$ cat config.mk
export PLATFORM = sky130hd
export DESIGN_NAME = sqrt_sched_flat
export DESIGN_NICKNAME = d
export VERILOG_FILES = /design/src/rtl/sqrt_pkg.sv /design/src/rtl/sqrt_sched_if.sv /design/src/rtl/sqrt_rr_arb.sv /design/src/rtl/sqrt_sched.sv /design/src/flat_wrapper.sv
export SDC_FILE = /design/constraint.sdc
export NUM_CORES = 1
export LEC_CHECK = 0
export CAP_MARGIN = 20
export CORE_MARGIN = 2
export CORE_UTILIZATION = 40
export CTS_CLUSTER_SIZE = 16
export DETAILED_ROUTE_END_ITERATION = 7
export PLACE_DENSITY = 0.91
export SYNTH_ARGS = -nofsm -noshare
export SYNTH_HDL_FRONTEND = slang
export SYNTH_HIERARCHICAL = 1
export SYNTH_SLANG_ARGS = --single-unit
$ cat constraint.sdc
create_clock -name clk -period 3.24 [get_ports clk]
set_input_delay 0.324 -clock clk [delete_from_list [all_inputs] [get_ports clk]]
set_output_delay 0.324 -clock clk [all_outputs]
set_load 0.1 [all_outputs]
$ cat src/rtl/sqrt_pkg.sv
// Shared widths, flag bit positions and scheduler state encoding for the sqrt scheduler.
// Optional watchdog is enabled with the SQRT_SCHED_WDOG_EN macro (see sqrt_sched.sv).
package sqrt_pkg;

  localparam int MANT_W = 11;
  localparam int EXP_W  = 7;
  localparam int FLAG_W = 5;

  // Flag vector layout {sign,is_nan,is_pinf,is_ninf,is_num}
  localparam int FLAG_SIGN = 4;
  localparam int FLAG_NAN  = 3;
  localparam int FLAG_PINF = 2;
  localparam int FLAG_NINF = 1;
  localparam int FLAG_NUM  = 0;

  typedef enum logic [1:0] {
    IDLE,
    LAUNCH,
    BUSY,
    RESP
  } sched_state_t;

  function automatic int id_width(input int n);
    return (n > 1) ? $clog2(n) : 1;
  endfunction

endpackage

$ cat src/rtl/sqrt_sched_if.sv
// Requester/consumer side of the sqrt scheduler: per-slot operand ports plus the tagged response.
// master = requesters and consumer, slave = scheduler.
interface sqrt_sched_if #(
  parameter int NREQ = 4
) ();
  import sqrt_pkg::*;

  localparam int ID_W = id_width(NREQ);

  logic [NREQ-1:0]        req_valid;
  logic [NREQ-1:0]        req_ready;
  logic [NREQ*FLAG_W-1:0] req_flags;
  logic [NREQ*MANT_W-1:0] req_mant;
  logic [NREQ*EXP_W-1:0]  req_exp;

  logic              rsp_valid;
  logic              rsp_ready;
  logic [ID_W-1:0]   rsp_id;
  logic              rsp_sign;
  logic [EXP_W-1:0]  rsp_exp;
  logic [MANT_W-1:0] rsp_mant;
  logic              rsp_err;

  modport master (
    output req_valid, req_flags, req_mant, req_exp, rsp_ready,
    input  req_ready, rsp_valid, rsp_id, rsp_sign, rsp_exp, rsp_mant, rsp_err
  );

  modport slave (
    input  req_valid, req_flags, req_mant, req_exp, rsp_ready,
    output req_ready, rsp_valid, rsp_id, rsp_sign, rsp_exp, rsp_mant, rsp_err
  );

endinterface

$ cat src/rtl/sqrt_rr_arb.sv
// Combinational rotate-priority encoder: first set request at or above ptr, wrapping modulo NREQ.
// Outputs a one-hot grant, its index and an any-request flag.
module sqrt_rr_arb #(
  parameter int NREQ = 4,
  parameter int ID_W = 2
) (
  input  logic [NREQ-1:0] req,
  input  logic [ID_W-1:0] ptr,
  output logic [NREQ-1:0] gnt,
  output logic [ID_W-1:0] idx,
  output logic            any
);

  logic [ID_W-1:0] pos_arr [NREQ];

  for (genvar gi = 0; gi < NREQ; gi++) begin : g_pos
    assign pos_arr[gi] = ID_W'((int'(ptr) + gi) % NREQ);
  end

  // Scan from the farthest offset down so the nearest requester wins.
  always_comb begin
    gnt = '0;
    idx = '0;
    any = 1'b0;
    for (int k = NREQ - 1; k >= 0; k--) begin
      if (req[pos_arr[k]]) begin
        any = 1'b1;
        idx = pos_arr[k];
      end
    end
    if (any) begin
      gnt[idx] = 1'b1;
    end
  end

endmodule

$ cat src/rtl/sqrt_sched.sv
// Round-robin scheduler sharing one digit-by-digit sqrt core among NREQ requesters.
// Define SQRT_SCHED_WDOG_EN to abort stuck jobs after WDOG_CYCLES BUSY cycles (rsp_err=1).
module sqrt_sched
  import sqrt_pkg::*;
#(
  parameter int NREQ        = 4,
  parameter int WDOG_CYCLES = 16
) (
  input  logic               clk,
  input  logic               enable,
  sqrt_sched_if.slave        bus,
  output logic               core_en,
  output logic               core_n_valid,
  output logic [FLAG_W-1:0]  core_flags,
  output logic [MANT_W-1:0]  core_mant,
  output logic [EXP_W-1:0]   core_exp,
  input  logic               core_it_valid,
  input  logic               core_result,
  input  logic               core_sign,
  input  logic [EXP_W-1:0]   core_exp_o,
  input  logic [MANT_W-1:0]  core_mant_o
);

  localparam int ID_W = id_width(NREQ);

  if (NREQ < 2 || NREQ > 8 || WDOG_CYCLES < 2 || WDOG_CYCLES > 31) begin : g_param_check
    $error("sqrt_sched: NREQ must be 2..8 and WDOG_CYCLES 2..31");
  end

  sched_state_t      state_reg;
  logic [ID_W-1:0]   rr_ptr_reg;
  logic              core_en_reg;
  logic              core_n_valid_reg;
  logic [FLAG_W-1:0] core_flags_reg;
  logic [MANT_W-1:0] core_mant_reg;
  logic [EXP_W-1:0]  core_exp_reg;
  logic              rsp_valid_reg;
  logic [ID_W-1:0]   rsp_id_reg;
  logic              rsp_sign_reg;
  logic [EXP_W-1:0]  rsp_exp_reg;
  logic [MANT_W-1:0] rsp_mant_reg;
  logic              rsp_err_reg;
`ifdef SQRT_SCHED_WDOG_EN
  logic [4:0]        wdog_cnt_reg;
`endif

  logic [NREQ-1:0]   arb_gnt;
  logic [ID_W-1:0]   arb_idx;
  logic              arb_any;
  logic [ID_W-1:0]   ptr_next;
  logic [FLAG_W-1:0] sel_flags;
  logic [MANT_W-1:0] sel_mant;
  logic [EXP_W-1:0]  sel_exp;
  logic              done;

  sqrt_rr_arb #(
    .NREQ (NREQ),
    .ID_W (ID_W)
  ) u_arb (
    .req (bus.req_valid),
    .ptr (rr_ptr_reg),
    .gnt (arb_gnt),
    .idx (arb_idx),
    .any (arb_any)
  );

  // Grants are only offered from IDLE, so the response accept cycle never grants.
  assign bus.req_ready = (enable && state_reg == IDLE) ? arb_gnt : '0;

  assign sel_flags = bus.req_flags[int'(arb_idx)*FLAG_W +: FLAG_W];
  assign sel_mant  = bus.req_mant[int'(arb_idx)*MANT_W +: MANT_W];
  assign sel_exp   = bus.req_exp[int'(arb_idx)*EXP_W +: EXP_W];
  assign ptr_next  = (arb_idx == ID_W'(NREQ - 1)) ? '0 : arb_idx + 1'b1;
  assign done      = core_it_valid & core_result;

  always_ff @(posedge clk or negedge enable) begin
    if (!enable) begin
      state_reg        <= IDLE;
      rr_ptr_reg       <= '0;
      core_en_reg      <= 1'b0;
      core_n_valid_reg <= 1'b0;
      core_flags_reg   <= '0;
      core_mant_reg    <= '0;
      core_exp_reg     <= '0;
      rsp_valid_reg    <= 1'b0;
      rsp_id_reg       <= '0;
      rsp_sign_reg     <= 1'b0;
      rsp_exp_reg      <= '0;
      rsp_mant_reg     <= '0;
      rsp_err_reg      <= 1'b0;
`ifdef SQRT_SCHED_WDOG_EN
      wdog_cnt_reg     <= '0;
`endif
    end else begin
      case (state_reg)
        IDLE: begin
          if (arb_any) begin
            core_flags_reg   <= sel_flags;
            core_mant_reg    <= sel_mant;
            core_exp_reg     <= sel_exp;
            rsp_id_reg       <= arb_idx;
            rr_ptr_reg       <= ptr_next;
            core_en_reg      <= 1'b1;
            core_n_valid_reg <= 1'b1;
            state_reg        <= LAUNCH;
          end
        end
        LAUNCH: begin
          core_n_valid_reg <= 1'b0;
`ifdef SQRT_SCHED_WDOG_EN
          wdog_cnt_reg     <= '0;
`endif
          state_reg        <= BUSY;
        end
        BUSY: begin
          if (done) begin
            rsp_sign_reg  <= core_sign;
            rsp_exp_reg   <= core_exp_o;
            rsp_mant_reg  <= core_mant_o;
            rsp_err_reg   <= 1'b0;
            rsp_valid_reg <= 1'b1;
            core_en_reg   <= 1'b0;
            state_reg     <= RESP;
`ifdef SQRT_SCHED_WDOG_EN
          end else if (wdog_cnt_reg == 5'(WDOG_CYCLES - 1)) begin
            // This is the last allowed BUSY cycle; abort with an error response.
            rsp_sign_reg  <= 1'b0;
            rsp_exp_reg   <= '0;
            rsp_mant_reg  <= '0;
            rsp_err_reg   <= 1'b1;
            rsp_valid_reg <= 1'b1;
            core_en_reg   <= 1'b0;
            state_reg     <= RESP;
          end else begin
            wdog_cnt_reg  <= wdog_cnt_reg + 5'd1;
`endif
          end
        end
        RESP: begin
          if (bus.rsp_ready) begin
            rsp_valid_reg <= 1'b0;
            state_reg     <= IDLE;
          end
        end
        default: state_reg <= IDLE;
      endcase
    end
  end

  assign core_en       = core_en_reg;
  assign core_n_valid  = core_n_valid_reg;
  assign core_flags    = core_flags_reg;
  assign core_mant     = core_mant_reg;
  assign core_exp      = core_exp_reg;
  assign bus.rsp_valid = rsp_valid_reg;
  assign bus.rsp_id    = rsp_id_reg;
  assign bus.rsp_sign  = rsp_sign_reg;
  assign bus.rsp_exp   = rsp_exp_reg;
  assign bus.rsp_mant  = rsp_mant_reg;
  assign bus.rsp_err   = rsp_err_reg;

endmodule
$ cat src/flat_wrapper.sv
// flat-port wrapper written by rule: the top's interface ports become plain ports
module sqrt_sched_flat import sqrt_pkg::*;
#(
  parameter int NREQ        = 4,
  parameter int WDOG_CYCLES = 16
)
  (clk, enable, core_en, core_n_valid, core_flags, core_mant, core_exp, core_it_valid, core_result, core_sign, core_exp_o, core_mant_o, bus_req_valid, bus_req_flags, bus_req_mant, bus_req_exp, bus_rsp_ready, bus_req_ready, bus_rsp_valid, bus_rsp_id, bus_rsp_sign, bus_rsp_exp, bus_rsp_mant, bus_rsp_err);
  sqrt_sched_if #(.NREQ(NREQ)) bus_i ();
  input  logic clk;
  input  logic enable;
  output logic core_en;
  output logic core_n_valid;
  output logic [FLAG_W-1:0] core_flags;
  output logic [MANT_W-1:0] core_mant;
  output logic [EXP_W-1:0] core_exp;
  input  logic core_it_valid;
  input  logic core_result;
  input  logic core_sign;
  input  logic [EXP_W-1:0] core_exp_o;
  input  logic [MANT_W-1:0] core_mant_o;
  input wire logic [$bits(bus_i.req_valid)-1:0] bus_req_valid;
  input wire logic [$bits(bus_i.req_flags)-1:0] bus_req_flags;
  input wire logic [$bits(bus_i.req_mant)-1:0] bus_req_mant;
  input wire logic [$bits(bus_i.req_exp)-1:0] bus_req_exp;
  input wire logic [$bits(bus_i.rsp_ready)-1:0] bus_rsp_ready;
  output wire logic [$bits(bus_i.req_ready)-1:0] bus_req_ready;
  output wire logic [$bits(bus_i.rsp_valid)-1:0] bus_rsp_valid;
  output wire logic [$bits(bus_i.rsp_id)-1:0] bus_rsp_id;
  output wire logic [$bits(bus_i.rsp_sign)-1:0] bus_rsp_sign;
  output wire logic [$bits(bus_i.rsp_exp)-1:0] bus_rsp_exp;
  output wire logic [$bits(bus_i.rsp_mant)-1:0] bus_rsp_mant;
  output wire logic [$bits(bus_i.rsp_err)-1:0] bus_rsp_err;
  assign bus_i.req_valid = bus_req_valid;
  assign bus_i.req_flags = bus_req_flags;
  assign bus_i.req_mant = bus_req_mant;
  assign bus_i.req_exp = bus_req_exp;
  assign bus_i.rsp_ready = bus_rsp_ready;
  assign bus_req_ready = bus_i.req_ready;
  assign bus_rsp_valid = bus_i.rsp_valid;
  assign bus_rsp_id = bus_i.rsp_id;
  assign bus_rsp_sign = bus_i.rsp_sign;
  assign bus_rsp_exp = bus_i.rsp_exp;
  assign bus_rsp_mant = bus_i.rsp_mant;
  assign bus_rsp_err = bus_i.rsp_err;
  sqrt_sched #(.NREQ(NREQ), .WDOG_CYCLES(WDOG_CYCLES)) u_core (.clk(clk), .enable(enable), .bus(bus_i), .core_en(core_en), .core_n_valid(core_n_valid), .core_flags(core_flags), .core_mant(core_mant), .core_exp(core_exp), .core_it_valid(core_it_valid), .core_result(core_result), .core_sign(core_sign), .core_exp_o(core_exp_o), .core_mant_o(core_mant_o));
endmodule
==> results of run 1 <==
[cells in the final DEF, fill, tap and decap left out, types with 2 or more instances in the layout]
cell             netlist  routed
a21oi_1                4       4
and3_1                 5       5
buf_4                  6       8
clkbuf_8               0       5
clkdlybuf4s50_1        0     165
dfrtp_1               51      51
ha_1                   6       6
inv_1                  5       5
mux2_2                22      22
mux2i_1               46      46
nand2_1               31      31
nand2b_1               2       2
nand3_1                2       2
nor2_1                 5       5
nor2b_1                3       3
nor3_1                 2       2
o21ai_0                3       3
o221ai_1              23      23
o2bb2ai_1              2       2
[final cells by class]
type | instances | area (um2)
multi-input cells | 173 | 1410
repair buffers | 176 | 1750
inverters | 5 | 18.8
flip-flops and latches | 51 | 1280
clock inverters | 1 | 30.0
well taps | 96 | 120
clock buffers | 6 | 72.6
fillers | 524 | 2120
[kinds of logic after synthesis]
logic type      Yosys count  synth area share (%)
mux                      68                  25.1
simple gates             52                  8.56
buf+inv                  22                  4.97
flops                    51                  45.2
fa+ha+maj                 6                  2.66
compound gates           46                  13.3
other cells               1                 0.133
[worst max-delay path, cell delays in order]
cell             delay [ns]
clkdlybuf4s50_1        0.64
nor2b_1                0.21
nor3_1                 0.06
o31a_1                 0.28
and3_1                 0.18
buf_4                  0.23
[final timing paths]
kind | start | endpoint | slack (ns) | depth (start not counted)
setup reg to reg | u_core/rr_ptr_reg[1]$_DFFE_PN0P_ | u_core/core_flags[4]$_DFFE_PN0P_ | 1.24 | 6
hold reg to reg | u_core/bus.rsp_id[0]$_DFFE_PN0P_ | u_core/bus.rsp_id[0]$_DFFE_PN0P_ | 0.49 | 2
min in group clk | u_core/bus.rsp_id[0]$_DFFE_PN0P_ | u_core/bus.rsp_id[0]$_DFFE_PN0P_ | 0.49 | 2
setup / recovery | bus_req_valid[2] | bus_req_ready[0] | 1.0 | 6
hold / removal | enable | u_core/bus.rsp_valid$_DFFE_PN0P_ | 0.44 | 2
max in group asynchronous | enable | u_core/bus.rsp_exp[4]$_DFFE_PN0P_ | 1.97 | 3
[per-layer routing]
layer	part of all wire (%)	vias up
met2	51	121
met5	0	-
met1	38	1252
li1	-	1240
met3	9.9	11
met4	1.1	0
[repair_timing]
| item | in CTS | in global routing |
|---|---|---|
| buffers inserted | 0 | 0 |
| hold buffers | 1 | 0 |
| endpoints found under the hold margin | 7 | 0 |
| resized for setup | 0 | 0 |
[through the flow]
| stage | cells | utilization [%] |
|---|---|---|
| 2_1_floorplan | 246 | - |
| 3_3_place_gp | 500 | 67.1 |
| 3_5_place_dp | 500 | 67.1 |
| 4_1_cts | 508 | 68.7 |
| 5_1_grt | 508 | 68.7 |
| 6_report | 508 | 68.7 |
==> flow_metrics.tcl, run 1 <==
set metrics [dict create \
    status "complete, no violations" \
    ys_async_sr_fraction_pct 100 \
    antenna_found_initial 0 \
    grt.overflow.total 0 \
    synth_cell_types 38 \
    min_period_over_period_pct 69.1 \
    ys_warn_count 6 \
    synth.area.top_cells "dfrtp_1 45%, mux2i_1 16%, mux2_2 8.8%" \
    port_buffers 170 \
    setup_viol 0 \
    cp_max_fo 9 \
    clock-sinks 51 \
    htree_levels 2 \
    place.gp.congestion 0.841 \
    rsz0062_at_grt "false" \
    globalRouteMet3Util_pct 6.50 \
    clk_pin_slew_ns 0.09 \
    tns_ns 0 \
    timing.fmax_mhz 446 \
    hold_viol 0 \
    layout.nets 538 \
    yosys.area.top_type "dfrtp_1" \
    track_usage_pct 20.6 \
    critPathLaunchType "primary input" \
    vias_per_cell 5.17 \
    grt.busiest_layer "met2" \
    fin_skew_ns 0.00498 \
    fp.dieW_um 88.0 \
    initial_core_util_pct 41.5 \
    cp-end-kind "primary output" \
    drv_slew 0 \
    wl_per_cell_um 16.6 \
    cts_tree "yes" \
    hold_class "in -> async" \
    ys_seq_area_share_pct 45.2 \
    synthFlopType "dfrtp_1" \
    grt_pass1_vias 2606 \
    synth-seq-cells 51 \
    dp_hpwl_um 6620 \
    clk_path_buf_depth 2 \
    first_iter_violations 106 \
    drt_wl_total_um 8460 \
    placed_cell_area_um2 4560 \
    pre_cts_slack_ns 0.813 \
    max_cap_viol_count 0 \
    num_io_pins 172 \
    num_vias 2624 \
    setup_slack_ns 1.00 \
    worst_slew_pin_slew_ns 1.02 \
    gr-usage-met2_pct 36.8 \
    syn_inst 246 \
    met1_usage_pct 24.1 \
    syn_avg_cell_area_um2 11.5 \
    cts_made_buffers 5 \
    cp.required_ns 2.92 \
    dieArea_um2 7740 \
    cp.arrival_ns 1.92 \
    min_period_ns 2.24 \
    finish.instance_area_um2 4670 \
    drcViolationCount 0 \
    syn_area_um2 2820 \
    synth-edff-count 0 \
    grt_start_max_net_pins 45 \
    synth.most_common_cell "dfrtp_1" \
    drt_first_pass_iters 4 \
    root_buffer "clkbuf_8" \
    fp-row-count 30 \
    synth_common_cells "51 x dfrtp_1, 46 x mux2i_1, 31 x nand2_1" \
    coreArea_um2 6790 \
    slew-limit-headroom_pct 31.5 \
    fp.dieH_um 88.0 \
    drive_gt1_share_pct 10.4 \
    critPathKind "in -> out" \
    final_antenna_net_count 0 \
    grt_pass1_wl_um 12400 \
    area.growth.synth_to_final_pct 65.5 \
    synthesis.nets 372 \
    clock_latency_ns 0.29 \
    synth_top_area_share_pct 45.2 \
    holdWs_ns 0.445 \
    n_antenna_cell 0 \
]
Power of run 1 is left out: the tool's default activity adds up to more than one toggle a clock period on the data nets, which glitch-free logic cannot reach.
==> inputs of run 2 (changes only) <==
--- a/config.mk
+++ b/config.mk
@@ -7,10 +7,10 @@
 export LEC_CHECK = 0
 export CAP_MARGIN = 20
 export CORE_MARGIN = 2
-export CORE_UTILIZATION = 40
+export CORE_UTILIZATION = 38
 export CTS_CLUSTER_SIZE = 16
 export DETAILED_ROUTE_END_ITERATION = 7
-export PLACE_DENSITY = 0.91
+export PLACE_DENSITY = 0.87
 export SYNTH_ARGS = -nofsm -noshare
 export SYNTH_HDL_FRONTEND = slang
 export SYNTH_HIERARCHICAL = 1
==> constraint.sdc (replaced) <==
create_clock -name clk -period 2.3 [get_ports clk]
set_input_delay 0.23 -clock clk [delete_from_list [all_inputs] [get_ports clk]]
set_output_delay 0.23 -clock clk [all_outputs]
set_load 0.1 [all_outputs]
==> run 2 against run 1 <==
First-iteration DRC count increased by 9.4%. Global-route usage grew 0.13 points. Sequential share of layout area is 0.26 points higher. Worst setup slack lost 0.74 ns. Hold slack worse by 0.023 ns. Non-clock buffer count is 3 higher. Routed wire length grew 1.2%. Via count is 0.84% lower. Utilization shrank 4.6 points. Critical path depth unchanged. Clock skew rose by 0.0029 ns. Critical endpoint unchanged.
==> flow_metrics.tcl, run 2 (same netlist as run 1, synthesis figures left out) <==
set metrics [dict create \
    drv_slew 0 \
    rr_worst_depth 6 \
    antenna_found_initial 0 \
    nFillCells 587 \
    fp.dieH_um 90.2 \
    fin_skew_ns 0.00790 \
    cp-end-kind "primary output" \
    drt_first_pass_iters 4 \
    first_iter_violations 116 \
    min_period_over_period_pct 88.5 \
    grt_pass1_vias 2726 \
    fp-row-count 31 \
    clock-sinks 51 \
    num_vias 2602 \
    drcViolationCount 0 \
    tns_ns 0 \
    htree_levels 2 \
    timing.fmax_mhz 491 \
    track_usage_pct 20.7 \
    dp_hpwl_um 6650 \
    final_util_pct 64.1 \
    n_antenna_cell 0 \
    cts_made_buffers 5 \
    clk_pin_slew_ns 0.10 \
    grt.overflow.total 0 \
    layout.nets 541 \
    port_buffers 170 \
    dieArea_um2 8130 \
    cp_max_fo 9 \
    hold_class "in -> async" \
    critPathKind "in -> out" \
    wl_per_cell_um 16.6 \
    coreArea_um2 7210 \
    final_antenna_net_count 0 \
    cts_resized 0 \
    status "complete, no violations" \
    final_cell_mix "118 x clkdlybuf4s50_1, 53 x buf_4, 51 x dfrtp_1" \
    clk_path_buf_depth 2 \
    cp.required_ns 2.07 \
    final_common_cell "clkdlybuf4s50_1" \
    rsz0062_at_grt "false" \
    max_cap_viol_count 0 \
    setup_viol 0 \
    hold_viol 0 \
    drt_wl_total_um 8560 \
    root_buffer "clkbuf_8" \
    cts_tree "yes" \
    num_io_pins 172 \
    cp.arrival_ns 1.81 \
    place.gp.congestion 0.777 \
    critPathLaunchType "primary input" \
    clock_latency_ns 0.31 \
    worst_slew_pin_slew_ns 0.524 \
    vias_per_cell 5.05 \
    grt_pass1_wl_um 13700 \
    drive_gt1_share_pct 22.8 \
    slew-limit-headroom_pct 65.0 \
    fp.dieW_um 90.2 \
    min_period_ns 2.04 \
    area.growth.synth_to_final_pct 64.0 \
    grt_start_max_net_pins 33 \
    initial_core_util_pct 39.1 \
]
==> run 2: cell types whose count changed in the layout (fill, tap and decap cells not counted) <==
cell | previous run | this run
clkinv_2 | 0 | 2
bufinv_16 | 1 | 0
clkbuf_1 | 1 | 0
inv_6 | 0 | 1
clkdlybuf4s50_1 | 165 | 118
buf_12 | 1 | 6
buf_4 | 8 | 53
==> run 2: layer usage <==
metal / vias up / global-route usage, % / part of all wire, %
met4: 0 / 3.97 / 0.62
li1: 1247 / - / -
met1: 1248 / 24.7 / 39
met3: 8 / 6.62 / 7.4
met2: 99 / 36.8 / 53
met5: - / 0 / 0
==> run 2: path summary, 6_finish.rpt <==
kind | to | startpoint | slack (ns)
hold reg to reg | u_core/core_exp[2]$_DFFE_PN0P_ | u_core/core_exp[2]$_DFFE_PN0P_ | 0.50
setup / recovery | bus_req_ready[0] | bus_req_valid[2] | 0.26
min in group clk | u_core/core_exp[2]$_DFFE_PN0P_ | u_core/core_exp[2]$_DFFE_PN0P_ | 0.50
hold / removal | u_core/core_mant[5]$_DFFE_PN0P_ | enable | 0.42
setup reg to reg | u_core/core_flags[1]$_DFFE_PN0P_ | u_core/rr_ptr_reg[0]$_DFFE_PN0P_ | 0.49
max in group asynchronous | u_core/bus.rsp_id[0]$_DFFE_PN0P_ | enable | 1.06
==> run 2: cell type report <==
class / count / area (um2) / share of cell area [%]
clock buffer: 5 / 68.8 / 1.49
timing repair buffer: 179 / 1710 / 37.0
multi-input combinational: 173 / 1410 / 30.4
inverter: 5 / 18.8 / 0.406
clock inverter: 3 / 18.8 / 0.406
sequential: 51 / 1280 / 27.6
tap: 99 / 124 / 2.68
==> run 2: repair_timing <==
action / CTS / global route
buffers inserted: 0 / 0
hold buffers: 1 / 0
endpoints found under the hold margin: 19 / 0
==> run 2: through the flow <==
step	setup slack [ns]	cell area (um2)	hold WS, ns	cells
after floorplan	0.472	2820	-0.0656	246
after global placement	0.230	4530	0.220	506
after detailed placement	0.154	4530	0.233	506
after CTS	0.273	4630	0.434	515
after global routing	0.154	4630	0.484	515
final	0.264	4630	0.422	515
==> run 2: worst max-delay path: stages <==
cell             delay, ns
clkdlybuf4s50_1       0.65
nor2b_1               0.21
nor3_1                0.06
o31a_1                0.28
and3_1                0.21
buf_12                0.17
Power of run 2 is left out for the same reason.
==> inputs of run 3 (changes only) <==
--- a/config.mk
+++ b/config.mk
@@ -7,10 +7,11 @@
 export LEC_CHECK = 0
 export CAP_MARGIN = 20
 export CORE_MARGIN = 2
-export CORE_UTILIZATION = 38
+export CORE_UTILIZATION = 63
 export CTS_CLUSTER_SIZE = 16
 export DETAILED_ROUTE_END_ITERATION = 7
-export PLACE_DENSITY = 0.87
+export DONT_BUFFER_PORTS = 1
+export PLACE_DENSITY = 0.84
 export SYNTH_ARGS = -nofsm -noshare
 export SYNTH_HDL_FRONTEND = slang
 export SYNTH_HIERARCHICAL = 1
==> run 3 against run 2 <==
Sequential share of layout area up 12 points. Register-to-register slack worse by 0.16 ns. Critical endpoint is now u_core/core_flags[1]$_DFFE_PN0P_. Highest routed layer unchanged. Clock-buffer cell count is 1 higher. Non-clock buffer count fell by 140. Critical path type is now reg -> reg. Critical path depth is the same. Final cell count decreased by 36%. Clock skew decreased by 0.0012 ns. Worst setup slack gained 0.065 ns. Sequential cell count is the same. Routed wire length shrank 20%. Hold slack lost 0.35 ns.
==> flow_metrics.tcl, run 3 (same netlist as run 1, synthesis figures left out) <==
set metrics [dict create \
    status "complete, no violations" \
    clk_pin_slew_ns 0.09 \
    layout.nets 401 \
    cts_setup_buffers 0 \
    grt.overflow.total 0 \
    r2r_setup_slack_ns 0.33 \
    wl_per_cell_um 20.9 \
    cp_max_fo 40 \
    rsz0062_at_grt "false" \
    grt_pass1_wl_um 10500 \
    track_usage_pct 27.0 \
    vias_per_cell 6.39 \
    cts_tree "yes" \
    rr_worst_depth 6 \
    cp.arrival_ns 2.14 \
    drcViolationCount 0 \
    hold_viol 0 \
    drv_slew 0 \
    num_vias 2096 \
    htree_levels 2 \
    min_period_over_period_pct 85.7 \
    fp.dieW_um 70.9 \
    slew-limit-headroom_pct 38.3 \
    port_buffers 0 \
    fp.dieH_um 70.9 \
    setup_viol 0 \
    tns_ns 0 \
    timing.fmax_mhz 507 \
    cts_made_buffers 5 \
    antenna_found_initial 0 \
    cp-end-kind "flop" \
    worstSetupEndpoint "u_core/core_flags[1]$_DFFE_PN0P_" \
    dieArea_um2 5030 \
    clock_latency_ns 0.30 \
    fp-row-count 24 \
    rr_endpoint "u_core/core_flags[1]$_DFFE_PN0P_" \
    fin_skew_ns 0.00666 \
    drt_wl_total_um 6840 \
    r2r_start "u_core/rr_ptr_reg[1]$_DFFE_PN0P_" \
    n_antenna_cell 0 \
    root_buffer "clkbuf_8" \
    num_io_pins 172 \
    critPathKind "reg -> reg" \
    nFillCells 322 \
    min-delay-start "core_mant_o[4]" \
    initial_core_util_pct 65.2 \
    grt_pass1_vias 2210 \
    area.growth.synth_to_final_pct 14.4 \
    cp-startpoint "u_core/rr_ptr_reg[1]$_DFFE_PN0P_" \
    first_iter_violations 157 \
    grt_start_max_net_pins 52 \
    place.gp.congestion 0.915 \
    final_antenna_net_count 0 \
    worst_slew_pin_slew_ns 0.926 \
    coreArea_um2 4320 \
    clk_path_buf_depth 2 \
    drive_gt1_share_pct 26.1 \
    max_cap_viol_count 0 \
    cp.required_ns 2.47 \
    final_common_cell "dfrtp_1" \
    critPathLaunchType "flop" \
    hold_class "in -> reg" \
    clock-sinks 51 \
    final_cell_mix "51 x dfrtp_1, 46 x mux2i_1, 36 x buf_4" \
    dp_hpwl_um 5210 \
    drt_first_pass_iters 4 \
    min_period_ns 1.97 \
]
-- run 3: through the flow --
step                      util, %  hold slack (ns)  cell area [um2]  setup WS, ns  cells
after CTS                    74.6           0.0632             3230         0.332    328
after detailed placement     70.7          -0.0647             3060         0.373    318
after global routing         74.6           0.0538             3230         0.134    328
after floorplan                 -          -0.0656             2820         0.472    246
after global placement       70.7          -0.0648             3060         0.422    318
final                        74.6           0.0760             3230         0.328    328
-- run 3: layout make-up --
class,instances,area (um2),area share [%]
Timing Repair Buffer,39,328,10.2
Tap cell,52,65.1,2.02
Multi-Input combinational cell,173,1410,43.6
Inverter,5,18.8,0.582
Clock buffer,6,72.6,2.25
Clock inverter,2,60.1,1.86
Sequential cell,51,1280,39.6
-- run 3: what timing repair did --
action / in CTS / in global routing
hold endpoints to repair: 51 / 0
gates resized for setup: 0 / 0
hold buffers: 2 / 0
-- run 3: worst min path at each step --
stage                                                    end  slack [ns]  depth (start not counted)
after floorplan            u_core/bus.rsp_exp[0]$_DFFE_PN0P_       -0.07                          0
after global placement     u_core/bus.rsp_exp[2]$_DFFE_PN0P_       -0.06                          0
after detailed placement   u_core/bus.rsp_exp[2]$_DFFE_PN0P_       -0.06                          0
after CTS                 u_core/bus.rsp_mant[4]$_DFFE_PN0P_        0.06                          1
after global routing      u_core/bus.rsp_mant[3]$_DFFE_PN0P_        0.05                          1
final                     u_core/bus.rsp_mant[4]$_DFFE_PN0P_        0.08                          1
-- run 3: worst max-delay path, cell delays in order, from the launching register on --
cell and delay (ns):
dfrtp_1 0.44, nand2b_1 0.21, o22ai_1 0.14, o22a_2 0.34, buf_12 0.31, mux2i_1 0.26, o221ai_1 0.13
-- run 3: layer usage --
| metal | vias to the layer above | track usage [%] | part of all wire, % |
|---|---|---|---|
| met5 | - | 0 | 0 |
| met4 | 0 | 9.01 | 1.5 |
| met3 | 8 | 9.40 | 10 |
| met2 | 123 | 49.5 | 53 |
| met1 | 994 | 28.8 | 36 |
| li1 | 971 | - | - |
Power of run 3 is left out for the same reason.
